<file path="config.mk">
export PLATFORM = sky130hd
export DESIGN_NAME = vliw_pipe_stage
export DESIGN_NICKNAME = d
export VERILOG_FILES = /design/src/rtl/vliw_pipe_pkg.sv /design/src/rtl/vliw_pipe_entry.sv /design/src/rtl/vliw_pipe_stage.sv
export SDC_FILE = /design/constraint.sdc
export NUM_CORES = 1
export LEC_CHECK = 0
export BUFFER_PORTS_ARGS = -buffer_cell sky130_fd_sc_hd__buf_2
export CORE_UTILIZATION = 46
export CTS_CLUSTER_DIAMETER = 30
export DETAILED_ROUTE_END_ITERATION = 7
export PLACE_DENSITY = 0.79
export SLEW_MARGIN = 40
export SYNTH_ARGS = -nofsm -noshare
export SYNTH_HDL_FRONTEND = slang
export SYNTH_SLANG_ARGS = --single-unit
export TNS_END_PERCENT = 1
</file>
<file path="constraint.sdc">
create_clock -name clk -period 6.08 [get_ports clk]
set_input_delay 0.912 -clock clk [delete_from_list [all_inputs] [get_ports clk]]
set_output_delay 0.912 -clock clk [all_outputs]
set_load 0.02 [all_outputs]
</file>
<file path="src/rtl/vliw_pipe_pkg.sv">
`default_nettype none
// ============================================================================
// Module      : vliw_pipe_pkg
// Description : Shared defaults, lane-slice helper and entry record for the
//               VLIW bundle pipeline stage.
// Revision    : 1.0 - initial release
// ============================================================================
package vliw_pipe_pkg;

    localparam int c_LANES  = 2;
    localparam int c_DATA_W = 32;
    localparam int c_CTRL_W = 8;
    localparam int c_CNT_W  = 16;

    // Low bit of lane 'lane' inside a flat vector of 'width'-bit lane slices.
    function automatic int lane_lo(input int lane, input int width);
        return lane * width;
    endfunction

    typedef struct packed {
        logic                         valid;
        logic [c_LANES-1:0]           lane_valid;
        logic [c_LANES*c_DATA_W-1:0]  data;
        logic [c_LANES*c_CTRL_W-1:0]  ctrl;
    } entry_t;

endpackage
`default_nettype wire

</file>
<file path="src/rtl/vliw_pipe_entry.sv">
`default_nettype none
// ============================================================================
// Module      : vliw_pipe_entry
// Description : One bundle storage entry with load (kill applied), drop and
//               flush-clear; clear has priority over load over drop.
// Revision    : 1.0 - initial release
// ============================================================================
module vliw_pipe_entry
    import vliw_pipe_pkg::*;
#(
    parameter int LANES  = c_LANES,
    parameter int DATA_W = c_DATA_W,
    parameter int CTRL_W = c_CTRL_W
) (
    input  logic                       clk,
    input  logic                       reset,
    input  logic                       i_clear,
    input  logic                       i_load,
    input  logic                       i_drop,
    input  logic [LANES-1:0]           i_kill,
    input  logic [LANES*DATA_W-1:0]    i_data,
    input  logic [LANES*CTRL_W-1:0]    i_ctrl,
    output logic                       o_valid,
    output logic [LANES-1:0]           o_lane_valid,
    output logic [LANES*DATA_W-1:0]    o_data,
    output logic [LANES*CTRL_W-1:0]    o_ctrl
);

    logic                    r_valid;
    logic [LANES-1:0]        r_lane_valid;
    logic [LANES*DATA_W-1:0] r_data;
    logic [LANES*CTRL_W-1:0] r_ctrl;
    logic [LANES*CTRL_W-1:0] w_ctrl_masked;

    for (genvar g = 0; g < LANES; g++) begin : g_lane
        assign w_ctrl_masked[lane_lo(g, CTRL_W) +: CTRL_W] =
            i_kill[g] ? '0 : i_ctrl[lane_lo(g, CTRL_W) +: CTRL_W];
    end

    // Data is left untouched by clear; only the valid/ctrl view must vanish.
    always_ff @(posedge clk or posedge reset) begin
        if (reset) begin
            r_valid      <= 1'b0;
            r_lane_valid <= '0;
            r_data       <= '0;
            r_ctrl       <= '0;
        end else if (i_clear) begin
            r_valid      <= 1'b0;
            r_lane_valid <= '0;
            r_ctrl       <= '0;
        end else if (i_load) begin
            r_valid      <= 1'b1;
            r_lane_valid <= ~i_kill;
            r_data       <= i_data;
            r_ctrl       <= w_ctrl_masked;
        end else if (i_drop) begin
            r_valid      <= 1'b0;
            r_lane_valid <= '0;
        end
    end

    assign o_valid      = r_valid;
    assign o_lane_valid = r_lane_valid;
    assign o_data       = r_data;
    assign o_ctrl       = r_ctrl;

endmodule
`default_nettype wire

</file>
<file path="src/rtl/vliw_pipe_stage.sv">
`default_nettype none
// ============================================================================
// Module      : vliw_pipe_stage
// Description : Elastic valid/ready stage for a multi-lane VLIW bundle with
//               flush, per-lane kill and a saturating stall counter.
//               VLIW_PIPE_SKID_EN selects the registered-ready 2-entry skid
//               variant; otherwise a single entry with combinational ready.
// Revision    : 1.0 - initial release
// ============================================================================
module vliw_pipe_stage
    import vliw_pipe_pkg::*;
#(
    parameter int LANES  = c_LANES,
    parameter int DATA_W = c_DATA_W,
    parameter int CTRL_W = c_CTRL_W,
    parameter int CNT_W  = c_CNT_W
) (
    input  logic                       clk,
    input  logic                       reset,
    input  logic                       flush,
    input  logic                       in_valid,
    output logic                       in_ready,
    input  logic [LANES-1:0]           in_kill,
    input  logic [LANES*DATA_W-1:0]    in_data,
    input  logic [LANES*CTRL_W-1:0]    in_ctrl,
    output logic                       out_valid,
    input  logic                       out_ready,
    output logic [LANES-1:0]           out_lane_valid,
    output logic [LANES*DATA_W-1:0]    out_data,
    output logic [LANES*CTRL_W-1:0]    out_ctrl,
    output logic [CNT_W-1:0]           stall_cnt
);

    localparam logic [CNT_W-1:0] c_CNT_MAX = '1;

    logic                    w_accept;
    logic                    w_consume;
    logic                    w_main_load;
    logic                    w_main_drop;
    logic [LANES-1:0]        w_main_kill;
    logic [LANES*DATA_W-1:0] w_main_data;
    logic [LANES*CTRL_W-1:0] w_main_ctrl;
    logic                    w_main_valid;
    logic [CNT_W-1:0]        r_stall_cnt;

    assign w_accept  = in_valid & in_ready;
    assign w_consume = w_main_valid & out_ready;

`ifdef VLIW_PIPE_SKID_EN
    logic                    w_skid_load;
    logic                    w_skid_drop;
    logic                    w_skid_valid;
    logic [LANES-1:0]        w_skid_lane_valid;
    logic [LANES*DATA_W-1:0] w_skid_data;
    logic [LANES*CTRL_W-1:0] w_skid_ctrl;

    // Skid only fills when main is held; it drains into main on consume.
    assign w_skid_load = w_accept & w_main_valid & ~w_consume;
    assign w_skid_drop = w_consume & w_skid_valid;
    assign w_main_load = (w_accept & (~w_main_valid | w_consume)) |
                         (w_skid_valid & w_consume);
    assign w_main_drop = w_consume;

    // Skid contents were already kill-masked at capture, so re-masking is a no-op.
    assign w_main_kill = w_skid_valid ? ~w_skid_lane_valid : in_kill;
    assign w_main_data = w_skid_valid ? w_skid_data : in_data;
    assign w_main_ctrl = w_skid_valid ? w_skid_ctrl : in_ctrl;

    assign in_ready = ~w_skid_valid;

    vliw_pipe_entry #(
        .LANES  (LANES),
        .DATA_W (DATA_W),
        .CTRL_W (CTRL_W)
    ) u_skid (
        .clk          (clk),
        .reset        (reset),
        .i_clear      (flush),
        .i_load       (w_skid_load),
        .i_drop       (w_skid_drop),
        .i_kill       (in_kill),
        .i_data       (in_data),
        .i_ctrl       (in_ctrl),
        .o_valid      (w_skid_valid),
        .o_lane_valid (w_skid_lane_valid),
        .o_data       (w_skid_data),
        .o_ctrl       (w_skid_ctrl)
    );
`else
    assign w_main_load = w_accept;
    assign w_main_drop = w_consume;
    assign w_main_kill = in_kill;
    assign w_main_data = in_data;
    assign w_main_ctrl = in_ctrl;

    assign in_ready = ~w_main_valid | out_ready;
`endif

    vliw_pipe_entry #(
        .LANES  (LANES),
        .DATA_W (DATA_W),
        .CTRL_W (CTRL_W)
    ) u_main (
        .clk          (clk),
        .reset        (reset),
        .i_clear      (flush),
        .i_load       (w_main_load),
        .i_drop       (w_main_drop),
        .i_kill       (w_main_kill),
        .i_data       (w_main_data),
        .i_ctrl       (w_main_ctrl),
        .o_valid      (w_main_valid),
        .o_lane_valid (out_lane_valid),
        .o_data       (out_data),
        .o_ctrl       (out_ctrl)
    );

    always_ff @(posedge clk or posedge reset) begin
        if (reset) begin
            r_stall_cnt <= '0;
        end else if (w_main_valid && !out_ready && r_stall_cnt != c_CNT_MAX) begin
            r_stall_cnt <= r_stall_cnt + 1'b1;
        end
    end

    assign out_valid = w_main_valid;
    assign stall_cnt = r_stall_cnt;

endmodule
`default_nettype wire

</file>
==> results of run 1 <==
## sequential cells by signal (all words and copies together), names as in the netlist
| register | flops |
|---|---|
| u_main.o_ctrl | 16 |
| u_main.o_lane_valid | 2 |
| u_main.o_data | 64 |
| u_main.o_valid | 1 |
| stall_cnt | 16 |
## final cells by class
cell class	instances	area, µm²
flip-flops and latches	99	2477
multi-input cells	150	1376
well taps	105	131.4
clock buffers	11	151.4
inverters	4	17.52
fillers	662	3075
repair buffers	188	945.9
clock inverters	5	82.58
## worst max-delay path: stages
cell,delay [ns]
buf_2,0.11
nor2b_1,0.55
inv_1,0.30
buf_2,0.24
## where the power goes
group / total, µW / switching, µW / internal [µW]
registers: 813 / 60.6 / 752
logic: 399 / 236 / 164
clock network: 479 / 222 / 257
total: 1690 / 519 / 1170
## worst min path at each step
stage,slack [ns],end,cells after the start,startpoint
after floorplan,0.61,u_main.o_data[1],1,u_main.o_data[1]
after global placement,0.46,u_main.o_data[3],1,u_main.o_data[3]
after detailed placement,0.47,u_main.o_data[2],1,u_main.o_data[2]
after CTS,0.49,u_main.o_data[2],1,u_main.o_data[2]
after global routing,0.52,u_main.o_data[2],1,u_main.o_data[2]
final,0.49,u_main.o_data[1],1,u_main.o_data[1]
## per-stage QoR
step	setup slack, ns	cell area [µm²]	utilization	total power, µW	hold WS [ns]
finish	3.058	5182	0.6276	1691	0.4908
global route	3.002	5182	0.6276	1776	0.5231
detailed placement	3.315	4923	0.5962	1228	0.4696
CTS	3.304	5157	0.6245	1708	0.4921
global placement	3.344	4923	0.5962	1216	0.4627
floorplan	2.578	3928	-	1070	0.6095
## per-layer routing
| layer | global-route usage | routed length [µm] | vias up |
|---|---|---|---|
| li1 | - | - | 1321 |
| met1 | 0.2173 | 3427 | 1358 |
| met2 | 0.3315 | 4275 | 113 |
| met3 | 0.04992 | 667 | 14 |
| met4 | 0.07179 | 146 | 0 |
| met5 | 0 | 0 | - |
## Yosys cell counts, drive strengths merged
cell type / number / area (µm²)
nand4: 3 / 33.78
xnor2: 5 / 43.79
buf: 8 / 80.07
nor2b: 2 / 12.51
ha: 1 / 12.51
inv: 4 / 15.01
nor3: 5 / 36.29
nand4b: 1 / 8.760
a41oi: 1 / 8.760
o21a: 1 / 7.510
o211ai: 1 / 12.51
nand3: 6 / 30.03
a22o: 16 / 140.1
nor2: 8 / 30.03
nand2: 11 / 41.29
clkbuf: 1 / 3.750
a31o: 2 / 17.52
or4: 1 / 11.26
and3: 1 / 7.510
a21oi: 4 / 23.77
or3: 2 / 18.77
dfrtp: 99 / 2477
xor2: 5 / 43.79
mux2: 67 / 754.5
a31oi: 1 / 6.260
nor4: 6 / 50.04
## logic make-up (layout without fill, tap and decap cells)
kind of cell / Yosys count / after routing / share of synthesized area
mux: 67 / 67 / 0.1921
buf+inv: 13 / 208 / 0.02516
compound gates: 26 / 26 / 0.05511
fa+ha+maj: 1 / 1 / 0.003185
simple gates: 46 / 46 / 0.07136
xor+xnor: 10 / 10 / 0.02230
flops: 99 / 99 / 0.6308
==> flow_metrics.py, run 1 <==
metrics = {
    "cts": {
        "ctsHoldBuffers": 0,
        "cts_tree": "built",
        "htreeDepth": 3,
        "post-cts-setup-buffers": 0,
        "clkTransAtPathRegs_ns": 0.08,
        "clock_latency_ns": 0.35,
        "ctsRootBufferMaster": "clkbuf_8",
        "clockBufferDepth": 2,
        "cts.sinks": 99,
        "ctsResizeCount": 0,
        "cts_buffers": 9,
    },
    "sta": {
        "skew_ns": 0.008258,
        "rsz0062_at_grt": "no",
        "min_period_ns": 3.022,
        "fmax_ghz": 0.3309,
        "tightestPinTransition_ns": 0.8000,
        "slew_headroom": 0.4667,
        "finalMaxSlewViolations": 0,
        "fin_crit_sh": 0.4970,
        "fin_setup_tns_ns": 0,
        "finalSetupViolations": 0,
        "hold_viol": 0,
    },
    "power": {
        "leakage_uw": 0.002613,
        "vdd_drop_max_v": 0.0002585,
        "power_density_nw_per_um2": 326.3,
    },
    "status": {
        "status": "finished, final reports clean",
    },
    "floorplanning": {
        "initial_core_util": 0.4756,
        "die_x_um": 94.40,
        "die_area_um2": 8911,
        "std_cell_rows": 33,
        "io_pins": 187,
        "core_um2": 8258,
        "die_h_um": 94.40,
    },
    "final_layout": {
        "final_common_cell": "buf_2",
        "drive_gt1_frac": 0.6127,
        "fin_cells": 562,
        "mostFrequentLayoutCells": "186 x buf_2, 99 x dfrtp_1, 63 x mux2_2",
        "nNetsFinal": 540,
        "area_growth_pct": 31.95,
        "antenna_cells": 0,
    },
    "synth": {
        "ys_seq_area_frac": 0.6308,
        "syn-cell-area_um2": 3928,
        "synthCells": 262,
        "synth.avg_cell_area_um2": 14.99,
        "yosys_warnings": 0,
        "syn_nets": 350,
        "ys_types": 34,
        "synth-seq-cells": 99,
    },
    "routing": {
        "vias": 2806,
        "drt-total-wl_um": 8517,
        "first_pass_iters": 4,
        "drtAntennaViolNets": 0,
        "drcViolationCount": 0,
        "vias_per_cell": 4.993,
        "routedWlPerCell_um": 15.15,
        "drtIter0Drc": 25,
    },
    "global_routing": {
        "grt_pass1_vias": 2708,
        "track_usage": 0.1879,
        "grt_max_degree": 65,
        "grt-ovfl-total": 0,
        "grt_first_pass_wirelength_um": 12770,
        "antenna_found_initial": 0,
    },
    "worst_setup_path": {
        "r2r-start": "u_main.o_valid",
        "r2r_setup_slack_ns": 4.02,
        "crit_path_end_kind": "output pin",
        "regToRegEndpoint": "u_main.o_ctrl[6]",
        "worstSetupEndpoint": "in_ready",
        "cp-startpoint": "out_ready",
        "reg2reg_depth": 4,
        "required_ns": 5.17,
        "critPathLaunchType": "input pin",
        "arrival_ns": 2.11,
        "critPathKind": "in -> out",
        "crit_fanout": 6,
    },
    "flow_run": {
        "cap_violations": 0,
    },
    "place": {
        "place_hpwl_um": 6254,
        "portBuffers": 186,
        "gp_congestion": 0.7434,
        "dp.cells": 546,
    },
    "worst_hold_path": {
        "min_path_type": "reg -> reg",
    },
}
(Power assumes the default switching activity.)
==> inputs of run 2 (changes only) <==
--- a/config.mk
+++ b/config.mk
@@ -5,11 +5,12 @@
 export SDC_FILE = /design/constraint.sdc
 export NUM_CORES = 1
 export LEC_CHECK = 0
+export ABC_AREA = 1
 export BUFFER_PORTS_ARGS = -buffer_cell sky130_fd_sc_hd__buf_2
 export CORE_UTILIZATION = 46
 export CTS_CLUSTER_DIAMETER = 30
 export DETAILED_ROUTE_END_ITERATION = 7
-export PLACE_DENSITY = 0.79
+export PLACE_DENSITY = 0.78
 export SLEW_MARGIN = 40
 export SYNTH_ARGS = -nofsm -noshare
 export SYNTH_HDL_FRONTEND = slang
==> constraint.sdc (replaced) <==
create_clock -name clk -period 2.89 [get_ports clk]
set_input_delay 0.4335 -clock clk [delete_from_list [all_inputs] [get_ports clk]]
set_output_delay 0.4335 -clock clk [all_outputs]
set_load 0.02 [all_outputs]
==> flow_metrics.py, run 2 <==
metrics = {
    "status": {
        "status": "finished, final reports clean",
    },
    "floorplanning": {
        "die_area_um2": 9754,
        "die_h_um": 98.76,
        "initial_core_util": 0.4844,
        "io_pins": 187,
        "core_um2": 8891,
        "die_x_um": 98.76,
        "std_cell_rows": 34,
    },
    "cts": {
        "clkTransAtPathRegs_ns": 0.11,
        "ctsHoldBuffers": 0,
        "cts_buffers": 9,
        "post-cts-setup-buffers": 0,
        "clock_latency_ns": 0.36,
        "cts_tree": "built",
        "ctsResizeCount": 0,
        "clockBufferDepth": 2,
        "cts.sinks": 99,
        "ctsRootBufferMaster": "clkbuf_8",
        "htreeDepth": 3,
    },
    "final_layout": {
        "area_growth_pct": 27.31,
        "largest_register_ffs": 64,
        "mostFrequentLayoutCells": "235 x nand2_1, 186 x buf_2, 99 x dfrtp_1",
        "fin_cells": 799,
        "final_common_cell": "nand2_1",
        "nNetsFinal": 774,
        "drive_gt1_frac": 0.3184,
        "fillers": 798,
        "antenna_cells": 0,
    },
    "worst_setup_path": {
        "path_depth": 8,
        "r2r-start": "stall_cnt[0]",
        "cpPeakStageDelay_ns": 0.55,
        "cp-startpoint": "stall_cnt[0]",
        "path_buf_inv": 1,
        "required_ns": 3.19,
        "crit_path_end_kind": "flop",
        "r2r_setup_slack_ns": 1.06,
        "regToRegEndpoint": "stall_cnt[10]",
        "crit_fanout": 11,
        "arrival_ns": 2.13,
        "critPathKind": "reg -> reg",
        "crit_family": "simple AND/OR/NAND/NOR gates",
        "reg2reg_depth": 8,
        "crit_slowest_cell": "nor2_1",
        "critPathLaunchType": "flop",
        "crit_chain": "ha_1, clkinv_1, nor2_4, nand2_2, nor2_1, nor2_1, nand2_1, nand2_1",
        "worstSetupEndpoint": "stall_cnt[10]",
    },
    "routing": {
        "drcViolationCount": 0,
        "routedWlPerCell_um": 13.75,
        "vias": 4007,
        "drtAntennaViolNets": 0,
        "drtIter0Drc": 161,
        "drt-total-wl_um": 10980,
        "first_pass_iters": 4,
        "vias_per_cell": 5.015,
    },
    "sta": {
        "finalSetupViolations": 0,
        "slew_headroom": 0.5147,
        "skew_ns": 0.01587,
        "fmax_ghz": 0.5456,
        "finalMaxSlewViolations": 0,
        "fin_crit_sh": 0.6342,
        "min_period_ns": 1.833,
        "hold_viol": 0,
        "rsz0062_at_grt": "no",
        "fin_setup_tns_ns": 0,
        "tightestPinTransition_ns": 0.7253,
    },
    "worst_hold_path": {
        "min_path_type": "in -> async",
    },
    "place": {
        "portBuffers": 186,
        "gp_congestion": 0.7980,
        "dp.cells": 783,
        "place_hpwl_um": 7696,
    },
    "global_routing": {
        "grt_pass1_vias": 3868,
        "grt-ovfl-total": 0,
        "track_usage": 0.2314,
        "grt_max_degree": 100,
        "antenna_found_initial": 1,
        "grt_first_pass_wirelength_um": 18020,
    },
    "synth": {
        "synth_xor_area_frac": 0.01220,
        "synth.largest_area_cell": "dfrtp_1",
        "yosys_warnings": 0,
        "synthSimpleGateAreaFrac": 0.2798,
        "yosysMostFrequentCell": "nand2_1",
        "netlist.area_leader.share": 0.5752,
        "ys.flop_type": "dfrtp_1",
        "synthCells": 510,
        "synth_edf_count": 0,
        "synth_top_family_by_area": "simple AND/OR/NAND/NOR gates",
        "syn_nets": 598,
        "syn-cell-area_um2": 4307,
        "synth-adder-area-share": 0.002905,
        "synth.avg_cell_area_um2": 8.444,
        "synth_compound_area_frac": 0.08251,
        "synth-seq-cells": 99,
        "ys_seq_area_frac": 0.5752,
        "yosys-top-cells-count": "236 x nand2_1, 99 x dfrtp_1, 58 x o21ai_0, 24 x nand3_1, 16 x buf_2",
        "yosys-top-cells-area": "dfrtp_1 58%, nand2_1 21%, o21ai_0 6.7%, nand3_1 2.8%, buf_2 1.9%",
        "synthMuxAreaShare": 0,
        "ys_types": 25,
        "async_flop_share": 1.000,
    },
    "power": {
        "leakage_uw": 0.003100,
        "power_density_nw_per_um2": 594.5,
        "vdd_drop_max_v": 0.0003151,
    },
    "flow_run": {
        "cap_violations": 0,
    },
}
[run 2: worst min path at each step]
| stage | end | slack [ns] | cells after the start |
|---|---|---|---|
| 2_1_floorplan | u_main.o_data[25] | 0.55 | 2 |
| 3_3_place_gp | u_main.o_data[37] | 0.46 | 2 |
| 3_5_place_dp | u_main.o_data[43] | 0.46 | 2 |
| 4_1_cts | u_main.o_data[57] | 0.22 | 3 |
| 5_1_grt | u_main.o_data[40] | 0.25 | 3 |
| 6_report | u_main.o_data[50] | 0.18 | 3 |
[run 2: final cells by class]
type | count | area, µm² | share of cell area
Sequential cell | 99 | 2477 | 0.4518
Multi-Input combinational cell | 367 | 1628 | 0.2969
Timing Repair Buffer | 190 | 985.9 | 0.1798
Tap cell | 108 | 135.1 | 0.02465
Clock buffer | 9 | 123.9 | 0.02259
Inverter | 19 | 75.07 | 0.01369
Clock inverter | 7 | 57.56 | 0.01050
[run 2: power breakdown]
part	leakage, µW	switching [µW]	internal [µW]
combinational	0.00174	518	253
clock	0.0000881	501	325
sequential	0.00127	111	1550
total	0.00310	1130	2130
[run 2: tightest hold or removal path, cell delays in order]
cell and delay (ns):
buf_2 0.11, clkinvlp_4 0.07, buf_12 0.39
[run 2: kinds of logic after synthesis]
group,count (synthesis)
AOI/OAI and AO/OA,70
and+or+nand+nor,290
adders and majority gates,1
DFF,99
buffers and inverters,44
xor gates and xnor gates,6
[run 2: stage by stage]
step                worst slack, ns  utilization  power, µW  area (µm²)  hold slack (ns)
finish                        1.057       0.6167       3260        5483           0.1835
detailed placement            1.045       0.5963       2465        5301           0.4637
global route                 0.8837       0.6167       3438        5483           0.2496
floorplan                     1.250            -       2144        4310           0.5502
global placement              1.141       0.5963       2438        5301           0.4585
CTS                           1.064       0.6167       3295        5483           0.2242
[run 2: layer usage]
metal / vias up / GRT usage / wire length [µm]
li1: 1965 / - / -
met1: 1885 / 0.2973 / 4732
met2: 133 / 0.3825 / 5448
met3: 22 / 0.04539 / 572
met4: 2 / 0.1010 / 216
met5: - / 0 / 13
